**src/rtl/seg7_pkg.sv**
```systemverilog
// seg7_pkg: active-low 7-segment patterns (bit order g..a) and display FSM states.
package seg7_pkg;

    localparam logic [6:0] SEG_0     = 7'b1000000;
    localparam logic [6:0] SEG_1     = 7'b1111001;
    localparam logic [6:0] SEG_2     = 7'b0100100;
    localparam logic [6:0] SEG_3     = 7'b0110000;
    localparam logic [6:0] SEG_4     = 7'b0011001;
    localparam logic [6:0] SEG_5     = 7'b0010010;
    localparam logic [6:0] SEG_6     = 7'b0000010;
    localparam logic [6:0] SEG_7     = 7'b1111000;
    localparam logic [6:0] SEG_BLANK = 7'b1111111;

    typedef enum logic {
        S_IDLE = 1'b0,
        S_SHOW = 1'b1
    } state_t;

    function automatic logic [6:0] seg_of(input logic [2:0] idx);
        case (idx)
            3'd0:    return SEG_0;
            3'd1:    return SEG_1;
            3'd2:    return SEG_2;
            3'd3:    return SEG_3;
            3'd4:    return SEG_4;
            3'd5:    return SEG_5;
            3'd6:    return SEG_6;
            default: return SEG_7;
        endcase
    endfunction

endpackage

```
**src/rtl/fifo2.sv**
```systemverilog
// fifo2: 2-entry x 4-bit FIFO; push while full and pop while empty are ignored.
module fifo2 (
    input  logic       clk,
    input  logic       clrn,
    input  logic       push,
    input  logic       pop,
    input  logic [3:0] din,
    output logic [3:0] dout,
    output logic       full,
    output logic       empty,
    output logic [1:0] count
);

    logic [3:0] mem [2];
    logic       wr_ptr;
    logic       rd_ptr;
    logic       do_push;
    logic       do_pop;

    assign full    = count == 2'd2;
    assign empty   = count == 2'd0;
    assign do_push = push && !full;
    assign do_pop  = pop && !empty;
    assign dout    = mem[rd_ptr];

    always_ff @(posedge clk or negedge clrn) begin
        if (!clrn) begin
            wr_ptr <= 1'b0;
            rd_ptr <= 1'b0;
            count  <= 2'd0;
        end else begin
            wr_ptr <= wr_ptr ^ do_push;
            rd_ptr <= rd_ptr ^ do_pop;
            count  <= count + {1'b0, do_push} - {1'b0, do_pop};
        end
    end

    // Storage needs no reset: count gates every read.
    always_ff @(posedge clk) begin
        if (do_push) mem[wr_ptr] <= din;
    end

endmodule

```
**src/rtl/dec38_display.sv**
```systemverilog
// dec38_display: buffers encoder words, decodes to one-hot LEDs / 7-seg,
// and holds each word on the display for HOLD_CYCLES clocks.
module dec38_display
    import seg7_pkg::*;
#(
    parameter int HOLD_CYCLES = 4
) (
    input  logic       clk,
    input  logic       clrn,
    input  logic       in_valid,
    output logic       in_ready,
    input  logic [3:0] in_code,
    output logic [7:0] led,
    output logic [6:0] seg,
    output logic       busy
);

    localparam int TW = $clog2(HOLD_CYCLES + 1);
    localparam logic [TW-1:0] T_LOAD = TW'(HOLD_CYCLES - 1);

    state_t        state;
    state_t        state_nxt;
    logic [TW-1:0] timer;
    logic [TW-1:0] timer_nxt;
    logic          load;
    logic          push;
    logic          full;
    logic          empty;
    logic [1:0]    count;
    logic [3:0]    head;

    assign in_ready = count != 2'd2;
    assign push     = in_valid && !full;
    assign busy     = state == S_SHOW;

    fifo2 u_fifo (
        .clk   (clk),
        .clrn  (clrn),
        .push  (push),
        .pop   (load),
        .din   (in_code),
        .dout  (head),
        .full  (full),
        .empty (empty),
        .count (count)
    );

    // Reload straight from timer==0 so back-to-back words show with no gap.
    always_comb begin
        state_nxt = state;
        timer_nxt = timer;
        load      = 1'b0;
        if (state == S_IDLE) begin
            if (!empty) begin
                load      = 1'b1;
                state_nxt = S_SHOW;
                timer_nxt = T_LOAD;
            end
        end else if (timer != '0) begin
            timer_nxt = timer - TW'(1);
        end else if (!empty) begin
            load      = 1'b1;
            timer_nxt = T_LOAD;
        end else begin
            state_nxt = S_IDLE;
        end
    end

    always_ff @(posedge clk or negedge clrn) begin
        if (!clrn) begin
            state <= S_IDLE;
            timer <= '0;
            led   <= 8'h00;
            seg   <= SEG_BLANK;
        end else begin
            state <= state_nxt;
            timer <= timer_nxt;
            if (load) begin
                led <= head[0] ? 8'b1 << head[3:1] : 8'h00;
                seg <= head[0] ? seg_of(head[3:1]) : SEG_BLANK;
            end
        end
    end

endmodule

```
**config.mk**
```make
export PLATFORM = sky130hd
export DESIGN_NAME = dec38_display
export DESIGN_NICKNAME = d
export VERILOG_FILES = /design/src/rtl/seg7_pkg.sv /design/src/rtl/fifo2.sv /design/src/rtl/dec38_display.sv
export SDC_FILE = /design/constraint.sdc
export NUM_CORES = 1
export LEC_CHECK = 0
export BUFFER_PORTS_ARGS = -buffer_cell sky130_fd_sc_hd__clkbuf_2
export CAP_MARGIN = 20
export CORE_ASPECT_RATIO = 0.6
export CORE_MARGIN = 10
export CORE_UTILIZATION = 35
export CTS_BUF_LIST = sky130_fd_sc_hd__clkbuf_8
export DETAILED_ROUTE_END_ITERATION = 8
export GPL_ROUTABILITY_DRIVEN = 0
export GPL_TIMING_DRIVEN = 0
export PLACE_DENSITY = 0.54
export SLEW_MARGIN = 20
export SYNTH_ARGS = -nofsm -noshare
export SYNTH_HDL_FRONTEND = slang
export SYNTH_HIERARCHICAL = 1
export SYNTH_SLANG_ARGS = --single-unit
```
**constraint.sdc**
```tcl
create_clock -name clk -period 2.6 [get_ports clk]
set_input_delay 0.78 -clock clk [delete_from_list [all_inputs] [get_ports clk]]
set_output_delay 0.78 -clock clk [all_outputs]
set_load 0.02 [all_outputs]
```
# Yosys cells after proc, flatten, opt, wreduce, memory -nomap -nowiden
# Memory sizes are Yosys's and may differ from the RTL's.
# Index checks and enable logic that the tools add are counted.
[word_totals]
register_bits = 23
ramBits = 8
inputBits = 7
word_cells = 43
memories = 1
[mem_list]
columns = ["name", "words", "width", "rd", "rd_clocked_by_memory_dff", "write_ports", "line", "rtl"]
rows = [
  ["u_fifo.mem", 2, 4, 1, 0, 1, "fifo2.sv:14", "logic [3:0] mem [2];"],
]
[op_classes]
n_addsub = 3
n_eq_ne = 8
shifts = 1
muxes = 13
bitwise_logic = 2
reduce_logical = 8
[ops]
columns = ["op", "count"]
rows = [
  ["$pmux W7 S7", 1],
  ["$eq A3 B3 Y1 const B", 3],
  ["$mux W3", 3],
  ["$mux W8", 1],
  ["$shl A1 B3 Y8 const A", 1],
  ["$mux W1", 7],
  ["$mux W7", 1],
  ["$eq A3 B2 Y1 const B", 2],
  ["$eq A3 B1 Y1 const B", 1],
  ["$logic_and A1 B1 Y1", 3],
  ["$logic_not A3 Y1", 1],
  ["$reduce_bool A3 Y1", 1],
  ["$sub A3 B1 Y3 const B", 1],
  ["$add A2 B1 Y2", 1],
  ["$eq A2 B2 Y1 const B", 1],
  ["$logic_not A1 Y1", 2],
  ["$logic_not A2 Y1", 1],
  ["$ne A2 B2 Y1 const B", 1],
  ["$sub A2 B1 Y2", 1],
  ["$xor A1 B1 Y1", 2],
]

# Depth between registers and ports, before layout
# Gate-level depths: netlist of run 1.
[logic_depth]
word_depth = 6
mapped_depth = 11
mapped_depth_nobuf = 10

# Hierarchy
# The synthesis of run 1 kept the hierarchy.
[by_module_without_submodules]
columns = ["mod", "instances", "cells_each", "area_per_inst_um2", "seq_area_each_um2"]
rows = [
  ["dec38_display", 1, 84, 1001.0, 484.2],
  ["fifo2", 1, 32, 505.5, 340.3],
]

# Worst setup path after synthesis of run 1
# OpenSTA, ideal clock, no wires.
[synth_path]
path_type = "register to register"
from = "register timer[0]"
to = "register u_fifo.count[1]"
setup_ns = 0.080
arrival_ns = 1.946
required_ns = 2.520
path_slack_ns = 0.575
stages_incl_launch_ff = 12
path_buffers = 1
period_less_slack_ns = 2.025
path_cell_list = "dfrtp_1 > inv_1 > ha_1 > nand2b_4 > a21oi_4 > buf_12 > o21a_2 > ha_1 > inv_1 > ha_1 > xnor2_1 > xnor2_1"
[synth_via]
elab_chain_len = 5
[synth_rtl]
columns = ["element", "line", "rtl"]
rows = [
  ["from (decl)", "dec38_display.sv:23", "logic [TW-1:0] timer;"],
  ["from (signal assigned)", "dec38_display.sv:77", "timer <= timer_nxt;"],
  ["$reduce_bool A3 Y1", "dec38_display.sv:59", "end else if (timer != '0) begin"],
  ["$mux W1", "dec38_display.sv:59", ""],
  ["$mux W1", "dec38_display.sv:53", "if (state == S_IDLE) begin"],
  ["net load", "dec38_display.sv:25", "logic load;"],
  ["$logic_and A1 B1 Y1", "fifo2.sv:23", "assign do_pop = pop && !empty;"],
  ["$sub A2 B1 Y2", "fifo2.sv:34", "count <= count + {1'b0, do_push} - {1'b0, do_pop};"],
  ["to (signal assigned)", "fifo2.sv:34", ""],
  ["to (decl)", "fifo2.sv:11", "output logic [1:0] count"],
]
# The timed path passes the listed nets, and every way through them passes these cells.
# A chain may end at the register's enable or synchronous reset.

# Worst setup path after layout of run 1
# Same ends and word-level chain as after synthesis.

==> metrics.md, run 1 <==
| Metric | Value |
|---|---|
| Die Y-Extent | `slightly above 70 um` |
| P_int | `~1.5 mW` |
| Cell area power density | `~1300 nW/um^2` |
| Worst Skew | `roughly 0.002 ns` |
| CP Launch Type | `flip-flop` |
| Final Max Slew Viols | `0` |
| Layout Cells excl Fill | `slightly above 200` |
| Global-route wire length before repair | `roughly 5000 um` |
| CP Capture Type | `flip-flop` |
| ANT cells | `0` |
| MaxCap Viol Count | `0` |
| Worst path most repeated cell | `ha_1` |
| CTS max path bufs | `2` |
| Crit-path max cell delay | `approximately 0.39 ns` |
| Final core occ | `a little over two fifths` |
| Die area | `7410 um^2` |
| Avg Inst Size Synth | `between 10 and 15 um^2` |
| Clock power share | `16.7%` |
| Setup TNS | `0 ns` |
| Core Footprint | `a little over 4000 um^2` |
| YS warnings | `6` |
| Initial antenna violation count | `0` |
| Initial Util | `36.6%` |
| CP arrival | `between 2 and 2.5 ns` |
| Synth top area share | `a little over a quarter` |
| Slew @ Worst Pin | `between 0.5 and 0.6 ns` |
| Grt ovf | `0` |
| Hold buffer count at CTS | `0` |
| DRT met1 WL | `around 1400 um` |
| TritonCTS buffer count | `5` |
| Sequential group share of total power | `between 30% and 40%` |
| Switch share | `37.9%` |
| Die width | `about 100 um` |
| Mapped Cells | `about 120` |
| Post-synth top cells | `dfrtp_1 (16), inv_1 (9), edfxtp_1 (8), nor2_1 (8), dfstp_2 (7)` |
| Clk root buf | `clkbuf_8` |
| Crit path max-delay cell type | `dfrtp_1` |
| Top-count cell post-synth | `dfrtp_1` |
| Final min period | `2.24 ns` |
| All-Layer GR Usage | `8.53%` |
| Max Fanout on Critical Path | `10` |
| Worst-case headroom to the max-slew limit | `roughly three fifths` |
| Clk sink count | `31` |
| Average wire per standard cell | `14.0 um` |
| Register area share after synthesis | `54.7%` |
| Drt first pass iters | `4` |
| RR Endpoint | `u_fifo/count[1]` |
| Syn nets | `around 130` |
| Top routing layer in use | `met4` |
| Clk Latency, worst-skew pair | `about 0.28 ns` |
| Worst-path cell chain | `inv_1 > ha_1 > nand2b_4 > a21oi_4 > buf_12 > o21a_2 > ha_1 > inv_1 > ha_1 > xnor2_1 > xnor2_1` |
| Met2 routed WL | `1240 um` |
| Netlist cell types | `33` |
| Initial DRC Count | `between 40 and 50` |
| Final Cycle Share | `86.1%` |
| Fraction of layout cells with a size suffix above 1 | `between 30% and 40%` |
| Max Clock Freq | `about 450 MHz` |
| NumNets Final | `approximately 160` |
| Cell taking the most area after synthesis | `dfrtp_1` |
| Synth Flop Type | `dfrtp_1` |
| Largest net degree at the start of global routing | `24` |
| Net switching power | `between 0.9 and 1 mW` |
| Cts repair resizes | `0` |
| DP Area | `roughly 1700 um^2` |
| Vias per cell | `about 4.6` |
| FP Rows | `18` |
| # port buffers | `23` |
| CTS tree | `done` |
| Synth Cell Area | `approximately 1500 um^2` |
| Hold Path Class | `in2async` |
| Critical R2R Launch | `timer[0]` |
| FF-to-FF path depth | `11` |
| Logic gate share of total power | `approximately 47%` |
| Vias in the first global route | `roughly 1000` |
| Synth area leaders | `dfrtp_1 (27%), edfxtp_1 (16%), dfstp_2 (12%)` |
| Async S/R FF share, synth | `74.2%` |
| Drt drc | `0` |
| Placed cell count | `roughly 200` |
| # setup viols final | `0` |
| Vias | `around 950` |
| Fin area | `between 1500 and 2000 um^2` |
| Post-route ant nets | `0` |
| Area grow syn2layout | `19.3%` |
| # H-tree levels | `2` |
| RSZ-0062 raised after global routing | `no` |
| Critical Path RT | `~2.8 ns` |
| Peak VDD IR | `~0.40 mV` |
| I/O pins | `24` |
| Wire length on met3 | `231 um` |
| Post-DP HPWL | `between 2000 and 2500 um` |
| Flops & latches, synth | `31` |
| Worst R2R Setup Slack | `roughly 0.36 ns` |
| Clk pin slew, worst setup/hold paths | `0.06 ns` |
| Worst hold slack | `around 0.48 ns` |
| Static Leak | `around 0.83 nW` |
| WL final | `2910 um` |
| Worst Path Class, Setup | `reg2reg` |
| Status | `finished, final reports clean` |
| Final hold vios | `0` |
| EDFF count, synth | `8` |
| Setup repair bufs after CTS | `0` |
layout by cell type (no fill, tap or decap), types with 3 or more instances in the layout:
cell,count
a2bb2oi_1,3
edfxtp_1,8
nor2_1,8
inv_1,10
nand2b_1,6
mux2_4,6
dfstp_2,7
mux2i_1,3
ha_1,6
nand2_1,6
clkbuf_2,23
xnor2_1,3
mux2_1,4
mux2_2,6
clkbuf_8,7
dfrtp_1,16
registers in the layout, indices dropped and copies added, names as in the netlist:
signal / cells
busy: 1
u_fifo/wr_ptr: 1
u_fifo/count: 2
u_fifo/rd_ptr: 1
led: 8
seg: 7
timer: 3
u_fifo/mem: 8
metrics by stage:
stage	setup WS, ns	power [mW]
finish	0.361	2.42
global route	0.160	2.62
CTS	0.335	2.46
detailed placement	0.358	2.04
global placement	0.415	2.00
floorplan	0.575	1.74
routing by layer:
layer / up-vias / GRT usage [%]
li1: 465 / -
met1: 449 / 9.83
met2: 27 / 12.3
met3: 6 / 4.70
met4: 0 / 5.00
met5: - / 0
worst max-delay path by stage:
stage	from	to	slack [ns]	depth (start not counted)
floorplan	timer[0]	u_fifo/count[1]	0.57	11
global placement	u_fifo/count[1]	u_fifo/count[1]	0.41	9
detailed placement	timer[0]	u_fifo/count[1]	0.36	11
CTS	timer[0]	u_fifo/count[1]	0.33	11
global route	timer[0]	u_fifo/count[1]	0.16	11
finish	timer[0]	u_fifo/count[1]	0.36	11
layout make-up:
cell class	count	area [um^2]
clock inverters	1	3.75
fillers	398	2320
plain buffers	4	37.5
flip-flops and latches	31	825
multi-input cells	72	611
well taps	60	75.1
repair buffers	23	115
clock buffers	7	96.3
inverters	9	33.8
power groups by stage:
stage          clock network (mW)  logic (mW)  registers [mW]
6_report                    0.405        1.14           0.872
5_1_grt                     0.446        1.26           0.908
4_1_cts                     0.422        1.16           0.876
3_5_place_dp                    0        1.16           0.885
3_3_place_gp                    0        1.13           0.871
2_1_floorplan                   0       0.750           0.987
cell families (layout without fill, tap and decap cells):
logic type / Yosys count / in the layout / synth area share [%]
compound gates: 13 / 13 / 6.89
xor+xnor: 5 / 5 / 2.91
fa+ha+maj: 7 / 7 / 5.65
buf+inv: 13 / 44 / 4.73
flops: 31 / 31 / 54.7
mux: 19 / 19 / 15.4
simple gates: 28 / 28 / 9.63
worst max-delay path: cells and delay by family (launching register included):
family / cells / cell delay [ns]
AOI/OAI and AO/OA: 2 / 0.47
adders and majority gates: 3 / 0.59
buffers and inverters: 3 / 0.34
DFF: 1 / 0.39
and+or+nand+nor: 1 / 0.09
xor gates and xnor gates: 2 / 0.27
(Power assumes the default switching activity.)
==> inputs of run 2 (changes only) <==
--- a/config.mk
+++ b/config.mk
@@ -5,16 +5,17 @@
 export SDC_FILE = /design/constraint.sdc
 export NUM_CORES = 1
 export LEC_CHECK = 0
+export ABC_AREA = 1
 export BUFFER_PORTS_ARGS = -buffer_cell sky130_fd_sc_hd__clkbuf_2
 export CAP_MARGIN = 20
 export CORE_ASPECT_RATIO = 0.6
 export CORE_MARGIN = 10
 export CORE_UTILIZATION = 35
-export CTS_BUF_LIST = sky130_fd_sc_hd__clkbuf_8
+export CTS_BUF_LIST = sky130_fd_sc_hd__clkbuf_4
 export DETAILED_ROUTE_END_ITERATION = 8
 export GPL_ROUTABILITY_DRIVEN = 0
 export GPL_TIMING_DRIVEN = 0
-export PLACE_DENSITY = 0.54
+export PLACE_DENSITY = 0.53
 export SLEW_MARGIN = 20
 export SYNTH_ARGS = -nofsm -noshare
 export SYNTH_HDL_FRONTEND = slang
==> metrics.md, run 2 <==
| Metric | Value |
|---|---|
| Global-route wire length before repair | `roughly 5300 um` |
| Worst Skew | `between 0.01 and 0.015 ns` |
| EDFF count, synth | `8` |
| Layout Cells excl Fill | `263` |
| Most frequent cells in the layout | `nand2_1 (48), clkbuf_2 (23), inv_1 (19)` |
| RR Endpoint | `u_fifo/count[1]` |
| Peak VDD IR | `roughly 0.56 mV` |
| CTS max path bufs | `2` |
| Initial antenna violation count | `0` |
| Grt ovf | `0` |
| NumNets Final | `~210` |
| Largest net degree at the start of global routing | `24` |
| Post-synth top cells | `nand2_1 (48), inv_1 (19), dfrtp_1 (16), o21ai_2 (10), nor2_1 (9)` |
| Area grow syn2layout | `16.7%` |
| Clk root buf | `clkbuf_4` |
| YS warnings | `6` |
| CP Launch Type | `flip-flop` |
| Setup TNS | `0 ns` |
| Drt first pass iters | `4` |
| Die area | `a little under 8000 um^2` |
| Async S/R FF share, synth | `74.2%` |
| Max Fanout on Critical Path | `8` |
| Synth Flop Type | `dfrtp_1` |
| Clk sink count | `31` |
| Fraction of layout cells with a size suffix above 1 | `38.0%` |
| Drt drc | `0` |
| MaxCap Viol Count | `0` |
| Initial Util | `between 30 and 40%` |
| Netlist cell types | `22` |
| Hold Path Class | `in2async` |
| CTS tree | `done` |
| Synth top area share | `24.7%` |
| CP Capture Type | `flip-flop` |
| Clk Latency, worst-skew pair | `around 0.32 ns` |
| RSZ-0062 raised after global routing | `no` |
| Core Footprint | `between 4000 and 5000 um^2` |
| ANT cells | `0` |
| Setup repair bufs after CTS | `0` |
| Post-route ant nets | `0` |
| Top-count cell post-synth | `nand2_1` |
| Final Cycle Share | `between 70% and 80%` |
| Static Leak | `~0.96 nW` |
| # setup viols final | `0` |
| Critical Path RT | `around 2.8 ns` |
| Register area share after synthesis | `50.9%` |
| WL final | `3180 um` |
| # port buffers | `23` |
| Synth Cell Area | `1620 um^2` |
| Cts repair resizes | `0` |
| Post-DP HPWL | `around 2500 um` |
| I/O pins | `24` |
| Syn nets | `around 180` |
| Critical R2R Launch | `u_fifo/count[0]` |
| Initial DRC Count | `53` |
| Vias per cell | `4.32` |
| Worst-case headroom to the max-slew limit | `60.3%` |
| Final min period | `1.89 ns` |
| Slew @ Worst Pin | `roughly 0.6 ns` |
| Vias | `between 1k and 1.5k` |
| Max Clock Freq | `528 MHz` |
| Cell area power density | `1440 nW/um^2` |
| Flops & latches, synth | `31` |
| Mapped Cells | `approximately 170` |
| Placed cell count | `255` |
| Final hold vios | `0` |
| Hold buffer count at CTS | `0` |
| Synth area leaders | `dfrtp_1 (25%), edfxtp_1 (15%), dfstp_2 (11%)` |
| Status | `finished, final reports clean` |
| All-Layer GR Usage | `8.51%` |
| Commonest non-fill, non-tap cell in the layout | `nand2_1` |
| Clk pin slew, worst setup/hold paths | `about 0.11 ns` |
| Fill count | `about 470` |
| Worst Path Class, Setup | `reg2reg` |
| Die Y-Extent | `between 70 and 80 um` |
| Vias in the first global route | `between 1k and 1.5k` |
| Final Max Slew Viols | `0` |
| Top Registers | `led x8, u_fifo/mem x8, seg x7` |
| FF-to-FF path depth | `14` |
| # H-tree levels | `2` |
| FP Rows | `19` |
| CP arrival | `2.12 ns` |
| TritonCTS buffer count | `5` |
| Average wire per standard cell | `roughly 12 um` |
| Cell taking the most area after synthesis | `dfrtp_1` |
| Avg Inst Size Synth | `9.59 um^2` |
| Worst R2R Setup Slack | `between 0.7 and 0.8 ns` |
| Die width | `108 um` |
[run 2: cell count changes in the layout (fill, tap and decap cells not counted), sizes merged, moves of 7 or more]
cell	delta
nand3	+7
inv	+15
nand2b	-7
nand2	+59
o21ai	+11
mux2	-16
[run 2: critical path, stage by stage (launching register included)]
cell	delay, ns
dfrtp_1	0.46
inv_2	0.08
nand2_2	0.07
inv_1	0.11
inv_1	0.11
nand2_8	0.12
inv_2	0.08
nand2_2	0.08
inv_1	0.04
ha_1	0.27
inv_1	0.05
ha_1	0.15
inv_1	0.05
nand2_1	0.07
nand2_1	0.06
[run 2: cells by family (layout without fill, tap and decap cells)]
family          Yosys count  count (layout)  synth area share (%)
simple gates             86              86                  27.4
flops                    31              31                  50.9
buf+inv                  30              61                  9.34
compound gates           15              15                  7.18
fa+ha+maj                 6               6                  4.63
xor+xnor                  1               1                 0.541
[run 2: metal layers]
metal	share of wire, %	global-route usage, %	vias to the layer above
li1	-	-	586
met1	50	10.4	524
met2	41	12.7	23
met3	8.1	4.85	2
met4	0.41	1.92	0
met5	0	0	-
[run 2: cell type report]
class	count	area, um^2	share of cell area, %
Inverter	25	93.8	4.96
Clock inverter	3	38.8	2.05
Tap cell	63	78.8	4.17
Sequential cell	31	825	43.6
Clock buffer	5	37.5	1.99
Timing Repair Buffer	23	115	6.09
Multi-Input combinational cell	108	644	34.1
Buffer	5	57.6	3.04
[run 2: worst max path at each step]
| stage | cells after the start | from | slack [ns] | end |
|---|---|---|---|---|
| global route | 14 | u_fifo/count[1] | 0.53 | u_fifo/count[1] |
| CTS | 14 | u_fifo/count[1] | 0.71 | u_fifo/count[1] |
| floorplan | 14 | timer[0] | 0.92 | u_fifo/count[1] |
| finish | 14 | u_fifo/count[0] | 0.71 | u_fifo/count[1] |
| global placement | 14 | u_fifo/count[0] | 0.80 | u_fifo/count[1] |
| detailed placement | 14 | u_fifo/count[1] | 0.72 | u_fifo/count[1] |
[run 2: where the power goes]
group | switching [mW] | internal [mW]
clock network | 0.169 | 0.198
logic | 0.914 | 0.522
registers | 0.161 | 0.758
[run 2: stage by stage]
step	instance area (um^2)	power, mW	hold WS, ns	setup WS (ns)	util (%)
finish	1890	2.72	0.436	0.707	41.9
global placement	1810	2.32	0.457	0.796	40.2
detailed placement	1810	2.39	0.457	0.724	40.2
global route	1890	2.96	0.468	0.529	41.9
floorplan	1620	2.03	0.464	0.921	-
CTS	1890	2.77	0.450	0.706	41.9
==> inputs of run 3 (changes only) <==
--- a/config.mk
+++ b/config.mk
@@ -15,7 +15,7 @@
 export DETAILED_ROUTE_END_ITERATION = 8
 export GPL_ROUTABILITY_DRIVEN = 0
 export GPL_TIMING_DRIVEN = 0
-export PLACE_DENSITY = 0.53
+export PLACE_DENSITY = 0.55
 export SLEW_MARGIN = 20
 export SYNTH_ARGS = -nofsm -noshare
 export SYNTH_HDL_FRONTEND = slang
==> constraint.sdc (replaced) <==
create_clock -name clk -period 1.6 [get_ports clk]
set_input_delay 0.48 -clock clk [delete_from_list [all_inputs] [get_ports clk]]
set_output_delay 0.48 -clock clk [all_outputs]
set_load 0.02 [all_outputs]
==> metrics.md, run 3 (synthesis results as in run 2) <==
| Metric | Value |
|---|---|
| Overall Power | `roughly 4.8 mW` |
| Hold Path Class | `in2async` |
| # H-tree levels | `2` |
| Hold buffer count at CTS | `0` |
| Vias per cell | `4.23` |
| MaxCap Viol Count | `0` |
| CP Capture Type | `flip-flop` |
| Clk pin slew, worst setup/hold paths | `roughly 0.10 ns` |
| CP arrival | `between 1.5 and 2 ns` |
| Top Registers | `led x8, u_fifo/mem x8, seg x7` |
| Clk root buf | `clkbuf_4` |
| Initial Util | `between 30% and 40%` |
| Final Cycle Share | `97.3%` |
| DP Area | `1820 um^2` |
| RSZ-0062 raised after global routing | `yes` |
| Worst R2R Setup Slack | `roughly 0.044 ns` |
| ANT cells | `0` |
| Drt drc | `0` |
| Grt ovf | `0` |
| Die Y-Extent | `about 73 um` |
| Slew @ Worst Pin | `roughly 0.58 ns` |
| Worst Path Class, Setup | `reg2reg` |
| Placed cell count | `between 200 and 300` |
| Logic gate share of total power | `59.4%` |
| Area grow syn2layout | `26.2%` |
| Fraction of layout cells with a size suffix above 1 | `between 40% and 50%` |
| Vias | `around 1.2k` |
| Switch share | `a little under half` |
| Die width | `108 um` |
| NumNets Final | `224` |
| Clock power share | `roughly a tenth` |
| WL final | `just over 3000 um` |
| Final Max Slew Viols | `0` |
| Sequential group share of total power | `31.0%` |
| Peak VDD IR | `a little over 0.7 mV` |
| DRT met1 WL | `between 1500 and 2000 um` |
| Vias in the first global route | `around 1.1k` |
| Status | `finished, final reports clean` |
| Drt first pass iters | `2` |
| Clk Latency, worst-skew pair | `approximately 0.33 ns` |
| Largest net degree at the start of global routing | `24` |
| I/O pins | `24` |
| Initial antenna violation count | `0` |
| # setup viols final | `0` |
| CTS tree | `done` |
| CP Launch Type | `flip-flop` |
| Initial DRC Count | `53` |
| Post-DP HPWL | `roughly 2200 um` |
| Max Clock Freq | `around 640 MHz` |
| Critical Path RT | `around 1.8 ns` |
| Wire length on met3 | `roughly 170 um` |
| Most frequent cells in the layout | `nand2_1 (47), clkbuf_2 (21), dfrtp_1 (16)` |
| Final min period | `1.56 ns` |
| TritonCTS buffer count | `5` |
| Die area | `just under 8000 um^2` |
| Global-route wire length before repair | `roughly 5200 um` |
| Clk sink count | `31` |
| Net switching power | `about 2.1 mW` |
| Cell area power density | `2330 nW/um^2` |
| P_int | `between 2 and 3 mW` |
| Max Fanout on Critical Path | `2` |
| Average wire per standard cell | `between 10 and 15 um` |
| Final core occ | `a little under half` |
| All-Layer GR Usage | `8.42%` |
| # port buffers | `23` |
| Layout Cells excl Fill | `roughly 280` |
| Worst hold slack | `about 0.13 ns` |
| Commonest non-fill, non-tap cell in the layout | `nand2_1` |
| Top routing layer in use | `met4` |
| CTS max path bufs | `2` |
| Static Leak | `1.01 nW` |
| Fin area | `2040 um^2` |
| Post-route ant nets | `0` |
| Met2 routed WL | `between 1000 and 1500 um` |
| FP Rows | `19` |
| Final hold vios | `0` |
| Core Footprint | `between 4000 and 5000 um^2` |
| Worst Skew | `0.0142 ns` |
| Worst-case headroom to the max-slew limit | `61.4%` |
[run 3: cell count changes in the layout (fill, tap and decap cells not counted), moves of 3 or more]
| cell | change |
|---|---|
| ha_4 | +3 |
| inv_1 | -8 |
| buf_4 | +11 |
| inv_2 | +5 |
| ha_1 | -5 |
[run 3: cell type report]
class	count	area [um^2]
Clock buffer	7	52.6
Fill cell	453	2470
Timing Repair Buffer	35	215
Multi-Input combinational cell	108	704
Inverter	25	106
Clock inverter	1	5.00
Tap cell	63	78.8
Buffer	5	57.6
Sequential cell	31	825
[run 3: metrics by stage]
stage / TNS [ns] / worst slack, ns
5_1_grt: -0.0460 / -0.0287
6_report: 0 / 0.0437
2_1_floorplan: -0.0280 / -0.0212
3_3_place_gp: -0.268 / -0.150
4_1_cts: -0.00427 / -0.00427
3_5_place_dp: -0.278 / -0.160
[run 3: timing repair]
item / 4_1_cts / 5_1_grt
pin swaps: 4 / 8
setup endpoints to repair: 2 / 6
hold endpoints to repair: 0 / 0
gates resized for setup: 9 / 14
setup buffers: 8 / 4
[run 3: power by group through the flow]
| stage | sequential, mW | combinational, mW | clock, mW |
|---|---|---|---|
| after CTS | 1.48 | 2.65 | 0.477 |
| after floorplan | 1.72 | 1.61 | 0 |
| after detailed placement | 1.51 | 2.37 | 0 |
| after global routing | 1.52 | 3.16 | 0.518 |
| final | 1.48 | 2.83 | 0.461 |
| after global placement | 1.50 | 2.37 | 0 |
[run 3: critical path: stages, from the launching register on]
cell and delay, ns:
dfrtp_1 0.38, inv_2 0.06, ha_4 0.16, nand2_4 0.05, nand2_4 0.06, nand2_8 0.09
inv_8 0.03, nand2_4 0.06, inv_4 0.03, ha_4 0.26, inv_4 0.03, ha_4 0.15
nand3_2 0.05, nand2_1 0.04
[run 3: path summary, 6_finish.rpt]
kind                             from               end  depth (start not counted)
min                              clrn            led[7]                          1
min reg2reg                    seg[2]            seg[2]                          2
max                          timer[1]   u_fifo/count[1]                         13
max in group asynchronous        clrn            seg[3]                          1
min in group clk           in_code[0]  u_fifo/mem[0][0]                          1
max reg2reg                  timer[1]   u_fifo/count[1]                         13
[run 3: metal layers]
layer	vias to the layer above	GRT usage (%)
li1	613	-
met1	526	11.7
met2	17	10.7
met3	6	4.23
met4	0	3.10
met5	-	0
